==> config.mk <==
export PLATFORM = sky130hd
export DESIGN_NAME = serial_pattern_tx
export DESIGN_NICKNAME = d
export VERILOG_FILES = /design/src/rtl/serial_pattern_tx.sv
export SDC_FILE = /design/constraint.sdc
export NUM_CORES = 1
export LEC_CHECK = 0
export CAP_MARGIN = 20
export CORE_AREA = 3 3 48 50
export CTS_CLUSTER_DIAMETER = 200
export DETAILED_ROUTE_END_ITERATION = 10
export DIE_AREA = 0 0 51 53
export MAX_ROUTING_LAYER = met4
export PLACE_DENSITY_LB_ADDON = 0.3
export SLEW_MARGIN = 0
export SYNTH_ARGS = -nofsm -noshare
export SYNTH_HDL_FRONTEND = slang
export SYNTH_SLANG_ARGS = --single-unit
==> constraint.sdc <==
create_clock -name clk -period 1.61 [get_ports clk]
set_clock_uncertainty 0.05 [all_clocks]
set_input_delay 0.4025 -clock clk [delete_from_list [all_inputs] [get_ports clk]]
set_output_delay 0.4025 -clock clk [all_outputs]
set_load 0.05 [all_outputs]
==> src/rtl/serial_pattern_tx.sv <==
// Serial bit-pattern transmitter: sends a latched pattern MSB-first, repeated back-to-back.
// Optional per-repetition even-parity bit enabled by defining SERIAL_PATTERN_TX_PARITY_EN.
module serial_pattern_tx #(
    parameter int PAT_W = 4,
    parameter int CNT_W = 4
) (
    input  logic             clk,
    input  logic             resetn,
    input  logic [PAT_W-1:0] pat_in,
    input  logic [CNT_W-1:0] rep_in,
    input  logic             in_valid,
    output logic             in_ready,
    output logic             dout,
    output logic             dout_valid,
    output logic             busy,
    output logic             done
);
    localparam int BW = (PAT_W > 1) ? $clog2(PAT_W) : 1;
    localparam logic [BW-1:0] LAST_BIT = BW'(PAT_W - 1);

`ifdef SERIAL_PATTERN_TX_PARITY_EN
    typedef enum logic [1:0] {IDLE, SHIFT, PARITY, DONE} state_t;
`else
    typedef enum logic [1:0] {IDLE, SHIFT, DONE} state_t;
`endif

    state_t           state_reg, state_next;
    logic [PAT_W-1:0] pat_reg;
    logic [PAT_W-1:0] shift_reg;
    logic [BW-1:0]    bit_cnt_reg;
    logic [CNT_W-1:0] rep_cnt_reg;
    logic             last_bit;
    logic             last_rep;

    assign last_bit = (bit_cnt_reg == LAST_BIT);
    assign last_rep = (rep_cnt_reg == CNT_W'(1));

    always_ff @(posedge clk) begin
        if (!resetn)
            state_reg <= IDLE;
        else
            state_reg <= state_next;
    end

    always_comb begin
        state_next = state_reg;
        case (state_reg)
            IDLE:
                if (in_valid)
                    state_next = (rep_in != '0) ? SHIFT : DONE;
            SHIFT:
                if (last_bit) begin
`ifdef SERIAL_PATTERN_TX_PARITY_EN
                    state_next = PARITY;
`else
                    if (last_rep)
                        state_next = DONE;
`endif
                end
`ifdef SERIAL_PATTERN_TX_PARITY_EN
            PARITY:
                state_next = last_rep ? DONE : SHIFT;
`endif
            DONE:
                state_next = IDLE;
            default:
                state_next = IDLE;
        endcase
    end

    // Datapath: the shift register reloads on the last bit so repetitions run with no gap.
    always_ff @(posedge clk) begin
        if (!resetn) begin
            pat_reg     <= '0;
            shift_reg   <= '0;
            bit_cnt_reg <= '0;
            rep_cnt_reg <= '0;
        end else begin
            case (state_reg)
                IDLE:
                    if (in_valid && (rep_in != '0)) begin
                        pat_reg     <= pat_in;
                        shift_reg   <= pat_in;
                        rep_cnt_reg <= rep_in;
                        bit_cnt_reg <= '0;
                    end
                SHIFT:
                    if (last_bit) begin
                        bit_cnt_reg <= '0;
                        shift_reg   <= pat_reg;
`ifndef SERIAL_PATTERN_TX_PARITY_EN
                        rep_cnt_reg <= rep_cnt_reg - CNT_W'(1);
`endif
                    end else begin
                        bit_cnt_reg <= bit_cnt_reg + BW'(1);
                        shift_reg   <= {shift_reg[PAT_W-2:0], 1'b0};
                    end
`ifdef SERIAL_PATTERN_TX_PARITY_EN
                PARITY:
                    rep_cnt_reg <= rep_cnt_reg - CNT_W'(1);
`endif
                default: ;
            endcase
        end
    end

    assign in_ready = (state_reg == IDLE);
    assign busy     = (state_reg != IDLE);
    assign done     = (state_reg == DONE);

`ifdef SERIAL_PATTERN_TX_PARITY_EN
    assign dout_valid = (state_reg == SHIFT) || (state_reg == PARITY);
    assign dout       = (state_reg == SHIFT)  ? shift_reg[PAT_W-1] :
                        (state_reg == PARITY) ? (^pat_reg) : 1'b0;
`else
    assign dout_valid = (state_reg == SHIFT);
    assign dout       = (state_reg == SHIFT) ? shift_reg[PAT_W-1] : 1'b0;
`endif

endmodule
### After elaboration in Yosys (flattened, before gate mapping)

Cells that the tools add are included.

* multiplexer cells: 15
* add/subtract/negate cells: 2
* equality and inequality tests: 8
* reductions and logical operators: 9

Operators with widths (count)
* two-way mux 4 bit: 4
* case mux 4 bit (2 select lines): 2
* two-way mux 2 bit: 6
* case mux 2 bit (2 select lines): 2
* != test 2 x 1 -> 1 bit (second input constant): 3
* AND reduction 3 bit: 2
* == test 2 bit (second input constant): 2
* == test 4 x 1 -> 1 bit (second input constant): 1
* AND reduction 2 bit: 2
* nonzero test 2 bit: 2
* nonzero test 4 bit: 1
* subtractor 4 x 1 -> 4 bit (second input constant): 1
* adder 2 x 1 -> 2 bit (second input constant): 1
* == test 2 x 1 -> 1 bit (second input constant): 1
* logical NOT 2 bit: 1
* != test 2 bit (second input constant): 1
* logical AND 1 bit: 1
* two-way mux 1 bit: 1

* register bits: 16
* output and inout bits: 5
* input bits: 11
* word-level logic and storage cells: 39

### Logic depth before layout (Yosys ltp)

Gate-level depths: netlist of the first run.

* depth after elaboration: 4
* mapped depth: 6
* mapped depth without buffers: 5

### Least setup slack after synthesis of the first run

OpenSTA, ideal clock, no wires.

* path kind: register to output
* from: register state_reg[1]
* to: output dout
* data arrival time: 1336 ps
* path slack: -178 ps
* data required time: 1157 ps
* cell stages (with the launch flop): 5
* cells stage by stage: dfxtp_1 > nand2b_1 > buf_2 > inv_2 > and2_1

* word-level cells in the longest chain between the ends: 2

RTL lines
* start, declared: RTL line 27 `state_t state_reg, state_next;`
* start signal, assigned: RTL line 42 `state_reg <= state_next;`
* == test 2 x 1 -> 1 bit
* net dout_valid: RTL line 14 `output logic dout_valid,`
* two-way mux 1 bit: RTL line 117 `assign dout = (state_reg == SHIFT) ? shift_reg[PAT_W-1] : 1'b0;`
* end, declared: RTL line 13 `output logic dout,`

The timed path passes the listed nets, and every way through them passes these cells.

### Worst setup path in the final report of the first run

* from: register state_reg[0]
* to: output done

* word-level cells in the longest chain between the ends: 1

RTL lines
* == test 2 bit: RTL line 109 `assign done = (state_reg == DONE);`
* end, declared: RTL line 16 `output logic done`

Every way passes these cells.

==> results.json, run 1 <==
{
  "status": "finished, final reports clean",
  "arrival_ps": 1130,
  "wl_per_cell_um": 13.4,
  "core-area_mm2": 0.00194,
  "cts.path.max_buffers": 2,
  "syn_to_final_growth_pct": 46.9,
  "rsz0062_at_grt": "true",
  "clkTransAtPathRegs_ps": 90,
  "drtPass1Iterations": 4,
  "fin_nets": 147,
  "hold_path_end": "pat_reg[0]",
  "fin_util": 0.650,
  "worst_pin_slew_ps": 342,
  "met3_length_um": 128,
  "startpoint_type": "flop",
  "ir_drop_uv": 471,
  "grt_pass1_vias": 775,
  "drt_wl_total_um": 2130,
  "hpwl_um": 1440,
  "p_total_mw": 1.01,
  "io-pin-count": 16,
  "slew_violations": 0,
  "fp.dieH_um": 53,
  "leakage_nw": 0.547,
  "vias_per_cell": 5.47,
  "worstHoldStart": "pat_reg[0]",
  "maxSlewHeadroom": 0.770,
  "synth_nets": 116,
  "grtUsageTotal": 0.178,
  "cp-startpoint": "state_reg[0]",
  "tns_ps": 0,
  "syn_avg_cell_area_um2": 8.43,
  "highest_layer": "met4",
  "die-area_mm2": 0.00270,
  "seq_area_frac_synth": 0.373,
  "cp_slowest_cell": "dfxtp_4",
  "port_buffers": 15,
  "powerDensity_mw_per_mm2": 799,
  "first_iter_violations": 30,
  "worst_ep_required_time_ps": 1160,
  "max_freq_mhz": 633,
  "wl_met2_um": 1020,
  "initial_core_util": 0.443,
  "antennaDiodeCount": 0,
  "layout_commonest_cell": "nand2_1",
  "cts_buffers": 3,
  "synth_cell_types": 34,
  "antenna_found_initial": 0,
  "syn-cell-area_um2": 860,
  "path_buf_inv": 2,
  "syn_inst": 102,
  "final-hold-violation-count": 0,
  "end_kind": "output pin",
  "hp-class": "flop to flop",
  "wl_met1_um": 910,
  "gp_congestion": 0.841,
  "num_vias": 864,
  "cts.hold.buffers_added": 0,
  "grt_pass1_wl_um": 3410,
  "critical_path_class": "flop to output pin",
  "finalSetupViolations": 0,
  "final_antenna_net_count": 0,
  "cts_tree": "done",
  "clock-root-buffer": "clkbuf_4",
  "min_path_cells": 2,
  "drc": 0,
  "mostFrequentLayoutCells": "17 x nand2_1, 15 x buf_4, 14 x dfxtp_1, 8 x a21oi_1, 6 x clkdlybuf4s50_1",
  "n_fill_cell": 161,
  "fin_crit_ps": 1580,
  "clk_latency_ps": 280,
  "post-route-period-util": 0.982,
  "slowest_delay_ps": 380,
  "grt-ovfl-total": 0,
  "rows": 16,
  "cts_sinks": 16,
  "die_w_um": 51,
  "rr_worst_depth": 7,
  "rr_endpoint": "rep_cnt_reg[2]",
  "grt_max_degree": 12,
  "synth_seq_cells": 16,
  "yosys_warnings": 0,
  "r2r-start": "state_reg[0]",
  "path_delay_family": "flip-flops",
  "h-tree-depth": 1,
  "max-cap-violations": 0,
  "reg2reg_slack_ps": 140,
  "path_cells": "buf_6, and2b_2, buf_12",
  "crit_fanout": 4,
  "drive_gt1_frac": 0.336
}
cell usage after synthesis:
| library cell | n | area (um^2) |
|---|---|---|
| o31a_4 | 1 | 17.5 |
| a211o_1 | 1 | 8.76 |
| nand3b_1 | 1 | 7.51 |
| a31oi_1 | 5 | 31.3 |
| dlygate4sd1_1 | 1 | 8.76 |
| a21boi_0 | 2 | 15.0 |
| nand3_1 | 3 | 15.0 |
| inv_1 | 6 | 22.5 |
| nand2b_1 | 1 | 6.26 |
| o221a_2 | 1 | 11.3 |
| or2_2 | 1 | 6.26 |
| o2bb2ai_1 | 1 | 8.76 |
| and2_1 | 1 | 6.26 |
| a21oi_1 | 9 | 45.0 |
| a21boi_2 | 1 | 11.3 |
| nor3_1 | 3 | 15.0 |
| buf_2 | 2 | 10.0 |
| nand2_1 | 17 | 63.8 |
| dfxtp_1 | 16 | 320 |
| and2b_2 | 1 | 8.76 |
| buf_6 | 1 | 11.3 |
| inv_2 | 1 | 3.75 |
| o21ai_0 | 5 | 25.0 |
| o32ai_1 | 1 | 8.76 |
| ha_1 | 3 | 37.5 |
| o31a_1 | 1 | 8.76 |
| nand2b_4 | 1 | 13.8 |
| or3_1 | 3 | 18.8 |
| mux2_2 | 3 | 33.8 |
| buf_4 | 1 | 7.51 |
| clkbuf_2 | 1 | 5.00 |
| nor2_1 | 5 | 18.8 |
| nand4_1 | 1 | 6.26 |
| nor4_4 | 1 | 21.3 |
cell families after synthesis:
kind of cell,count (synthesis),share of synthesized area
and+or+nand+nor,39,0.242
adders and majority gates,3,0.0437
muxes,3,0.0393
AOI/OAI and AO/OA,28,0.223
DFF,16,0.373
buffers and inverters,13,0.0801
through the flow:
| step | std cells | hold slack [ps] | setup WS (ps) | instance area, um^2 |
|---|---|---|---|---|
| after floorplan | 102 | 383 | 9.90 | 866 |
| after global placement | 148 | 394 | -387 | 1130 |
| after detailed placement | 148 | 401 | -428 | 1130 |
| after CTS | 154 | 413 | -16.4 | 1210 |
| after global routing | 158 | 445 | -16.4 | 1260 |
| final | 158 | 409 | 29.3 | 1260 |
per-layer routing:
| metal | GRT usage | vias to the layer above |
|---|---|---|
| met5 | - | - |
| met4 | 0.121 | 0 |
| met3 | 0.0423 | 9 |
| met2 | 0.251 | 38 |
| met1 | 0.223 | 400 |
| li1 | - | 417 |
where the power goes:
part	switching, mW	internal (mW)
Clock	0.118	0.0870
Sequential	0.0254	0.430
Combinational	0.172	0.177
layout make-up:
type                    count  area, um^2  share of cell area
multi-input cells          74         514               0.407
repair buffers             31         334               0.265
flip-flops and latches     16         325               0.258
well taps                  27        33.8              0.0268
inverters                   7        32.5              0.0258
clock buffers               3        22.5              0.0178
worst reg2reg max path, cell delays in order, from the launching register on:
cell	delay, ps
dfxtp_4	380
buf_6	90
buf_4	80
buf_4	140
nand3b_1	100
o31a_4	140
buf_4	150
o32ai_1	260
timing repair:
item                       CTS  global route
setup endpoints to repair   17            16
buffers inserted             3             3
resized for setup           10             8
hold endpoints to repair     0             0
gates cloned                 0             1
pin swaps                    4             3
how the worst max path moves through the flow:
stage / cells past startpoint / end / slack, ps
2_1_floorplan: 4 / dout / 10
3_3_place_gp: 5 / shift_reg[3] / -390
3_5_place_dp: 5 / shift_reg[3] / -430
4_1_cts: 4 / dout / -20
5_1_grt: 4 / dout / -20
6_report: 3 / done / 30
Note: power is estimated with default switching activity, not from simulation.
==> run 2: changes to the inputs <==
--- a/config.mk
+++ b/config.mk
@@ -6,10 +6,10 @@
 export NUM_CORES = 1
 export LEC_CHECK = 0
 export CAP_MARGIN = 20
-export CORE_AREA = 3 3 48 50
+export CORE_AREA = 3 3 46 48
 export CTS_CLUSTER_DIAMETER = 200
 export DETAILED_ROUTE_END_ITERATION = 10
-export DIE_AREA = 0 0 51 53
+export DIE_AREA = 0 0 49 51
 export MAX_ROUTING_LAYER = met4
 export PLACE_DENSITY_LB_ADDON = 0.3
 export SLEW_MARGIN = 0
==> constraint.sdc (replaced) <==
create_clock -name clk -period 1.55 [get_ports clk]
set_clock_uncertainty 0.05 [all_clocks]
set_input_delay 0.3875 -clock clk [delete_from_list [all_inputs] [get_ports clk]]
set_output_delay 0.3875 -clock clk [all_outputs]
set_load 0.05 [all_outputs]
==> run 2 against run 1 <==
Effect of this change: the run now ends with setup timing left; sequential share of layout area increased by 0.48 points; cell area decreased by 1.1%; combinational power about the same; critical endpoint unchanged; largest cell class unchanged; highest routed layer unchanged.
==> results.json, run 2 (synthesized netlist as in run 1, its figures left out) <==
{
  "status": "finished with violations",
  "violations": "setup timing",
  "tns_ps": -101,
  "powerDensity_mw_per_mm2": 891,
  "fin_ws_ps": -38.9,
  "finalSetupViolations": 3,
  "antenna_found_initial": 0,
  "path_cells": "buf_6, and2b_2, buf_12",
  "io-pin-count": 16,
  "cts.path.max_buffers": 2,
  "clk_latency_ps": 290,
  "vias_per_cell": 5.55,
  "path_delay_family": "flip-flops",
  "final_antenna_net_count": 0,
  "slew_violations": 0,
  "swShare": 0.309,
  "max_freq_mhz": 629,
  "post-route-period-util": 1.03,
  "startpoint_type": "flop",
  "grt-ovfl-total": 0,
  "hp-class": "flop to flop",
  "cts_sinks": 16,
  "critical_path_class": "flop to output pin",
  "hpwl_um": 1410,
  "combPwrFrac": 0.316,
  "antennaDiodeCount": 0,
  "hold_ws_ps": 411,
  "cp-startpoint": "state_reg[0]",
  "cp_slowest_cell": "dfxtp_4",
  "port_buffers": 15,
  "internal-power_mw": 0.769,
  "maxSlewHeadroom": 0.790,
  "end_kind": "output pin",
  "fin_nets": 145,
  "rr_worst_depth": 6,
  "dp_cells": 144,
  "crit_fanout": 4,
  "path_buf_inv": 2,
  "h-tree-depth": 1,
  "grt_pass1_wl_um": 3620,
  "max-cap-violations": 0,
  "wl_per_cell_um": 13.4,
  "die-area_mm2": 0.00250,
  "rr_endpoint": "rep_cnt_reg[3]",
  "seqPwrFrac": 0.425,
  "drive_gt1_frac": 0.331,
  "reg2reg_slack_ps": 60,
  "initial_core_util": 0.492,
  "syn_to_final_growth_pct": 45.3,
  "rows": 15,
  "r2r-start": "state_reg[1]",
  "cts_buffers": 3,
  "gp_congestion": 0.855,
  "rsz0062_at_grt": "true",
  "pwr-share-clk": 0.258,
  "core-area_mm2": 0.00175,
  "place_ws_ps": -460,
  "n_fill_cell": 138,
  "grt_pass1_vias": 825,
  "hold_path_end": "pat_reg[3]",
  "grtUsageTotal": 0.195,
  "num_vias": 861,
  "die_w_um": 49,
  "clock-root-buffer": "clkbuf_4",
  "ir_drop_uv": 636,
  "leakage_nw": 0.530,
  "mostFrequentLayoutCells": "17 x nand2_1, 14 x dfxtp_1, 13 x buf_4, 9 x a21oi_1",
  "drt_wl_total_um": 2070,
  "slowest_delay_ps": 390,
  "arrival_ps": 1150,
  "worstHoldStart": "pat_reg[3]",
  "clkTransAtPathRegs_ps": 100,
  "p_sw_mw": 0.344,
  "fp.dieH_um": 51,
  "layout_commonest_cell": "nand2_1",
  "drtPass1Iterations": 4,
  "min_path_cells": 2,
  "worst_ep_required_time_ps": 1110,
  "cts.hold.buffers_added": 0,
  "drc": 0,
  "cts_tree": "done",
  "final-hold-violation-count": 0,
  "final_cells": 155,
  "fin_crit_ps": 1590,
  "first_iter_violations": 15,
  "worst_pin_slew_ps": 312,
  "grt_max_degree": 11
}
-- run 2: layout make-up --
type,instances,area (um^2),share of cell area
inverters,7,30.0,0.0240
clock buffers,4,36.3,0.0291
repair buffers,30,322,0.258
multi-input cells,73,502,0.402
flip-flops and latches,16,328,0.263
well taps,25,31.3,0.0251
-- run 2: routing by layer --
metal	track usage	share of wire	up-vias
li1	-	-	414
met1	0.237	0.43	398
met2	0.317	0.48	42
met3	0.0262	0.069	7
met4	0.104	0.026	0
met5	-	0	-
-- run 2: how the worst max path moves through the flow --
stage                           to  slack (ps)  cells past startpoint
detailed placement  bit_cnt_reg[1]        -460                      5
CTS                           done         -30                      3
global route                  done         -70                      3
global placement      shift_reg[3]        -440                      5
floorplan                     dout         -40                      4
finish                        done         -40                      3
-- run 2: power groups by stage --
stage               Sequential [mW]  Combinational [mW]  Clock (mW)
finish                        0.473               0.352       0.288
detailed placement            0.480               0.317           0
floorplan                     0.473               0.194           0
CTS                           0.472               0.348       0.285
global route                  0.478               0.381       0.307
global placement              0.478               0.311           0
-- run 2: repair_timing --
action / 4_1_cts / 5_1_grt
setup buffers: 6 / 1
pin swaps: 3 / 3
setup endpoints to repair: 19 / 16
gates resized for setup: 14 / 4
cloned: 0 / 0
-- run 2: stage by stage --
stage                     power (mW)  instance area, um^2   util
final                           1.11                 1250  0.715
after global routing            1.17                 1250  0.715
after CTS                       1.10                 1230  0.705
after detailed placement       0.797                 1110  0.639
after global placement         0.789                 1110  0.639
after floorplan                0.666                  866      -
-- run 2: worst min-delay path, cell delays in order (launching register included) --
cell	delay, ps
dfxtp_1	320
nand2_1	50
a21oi_1	50
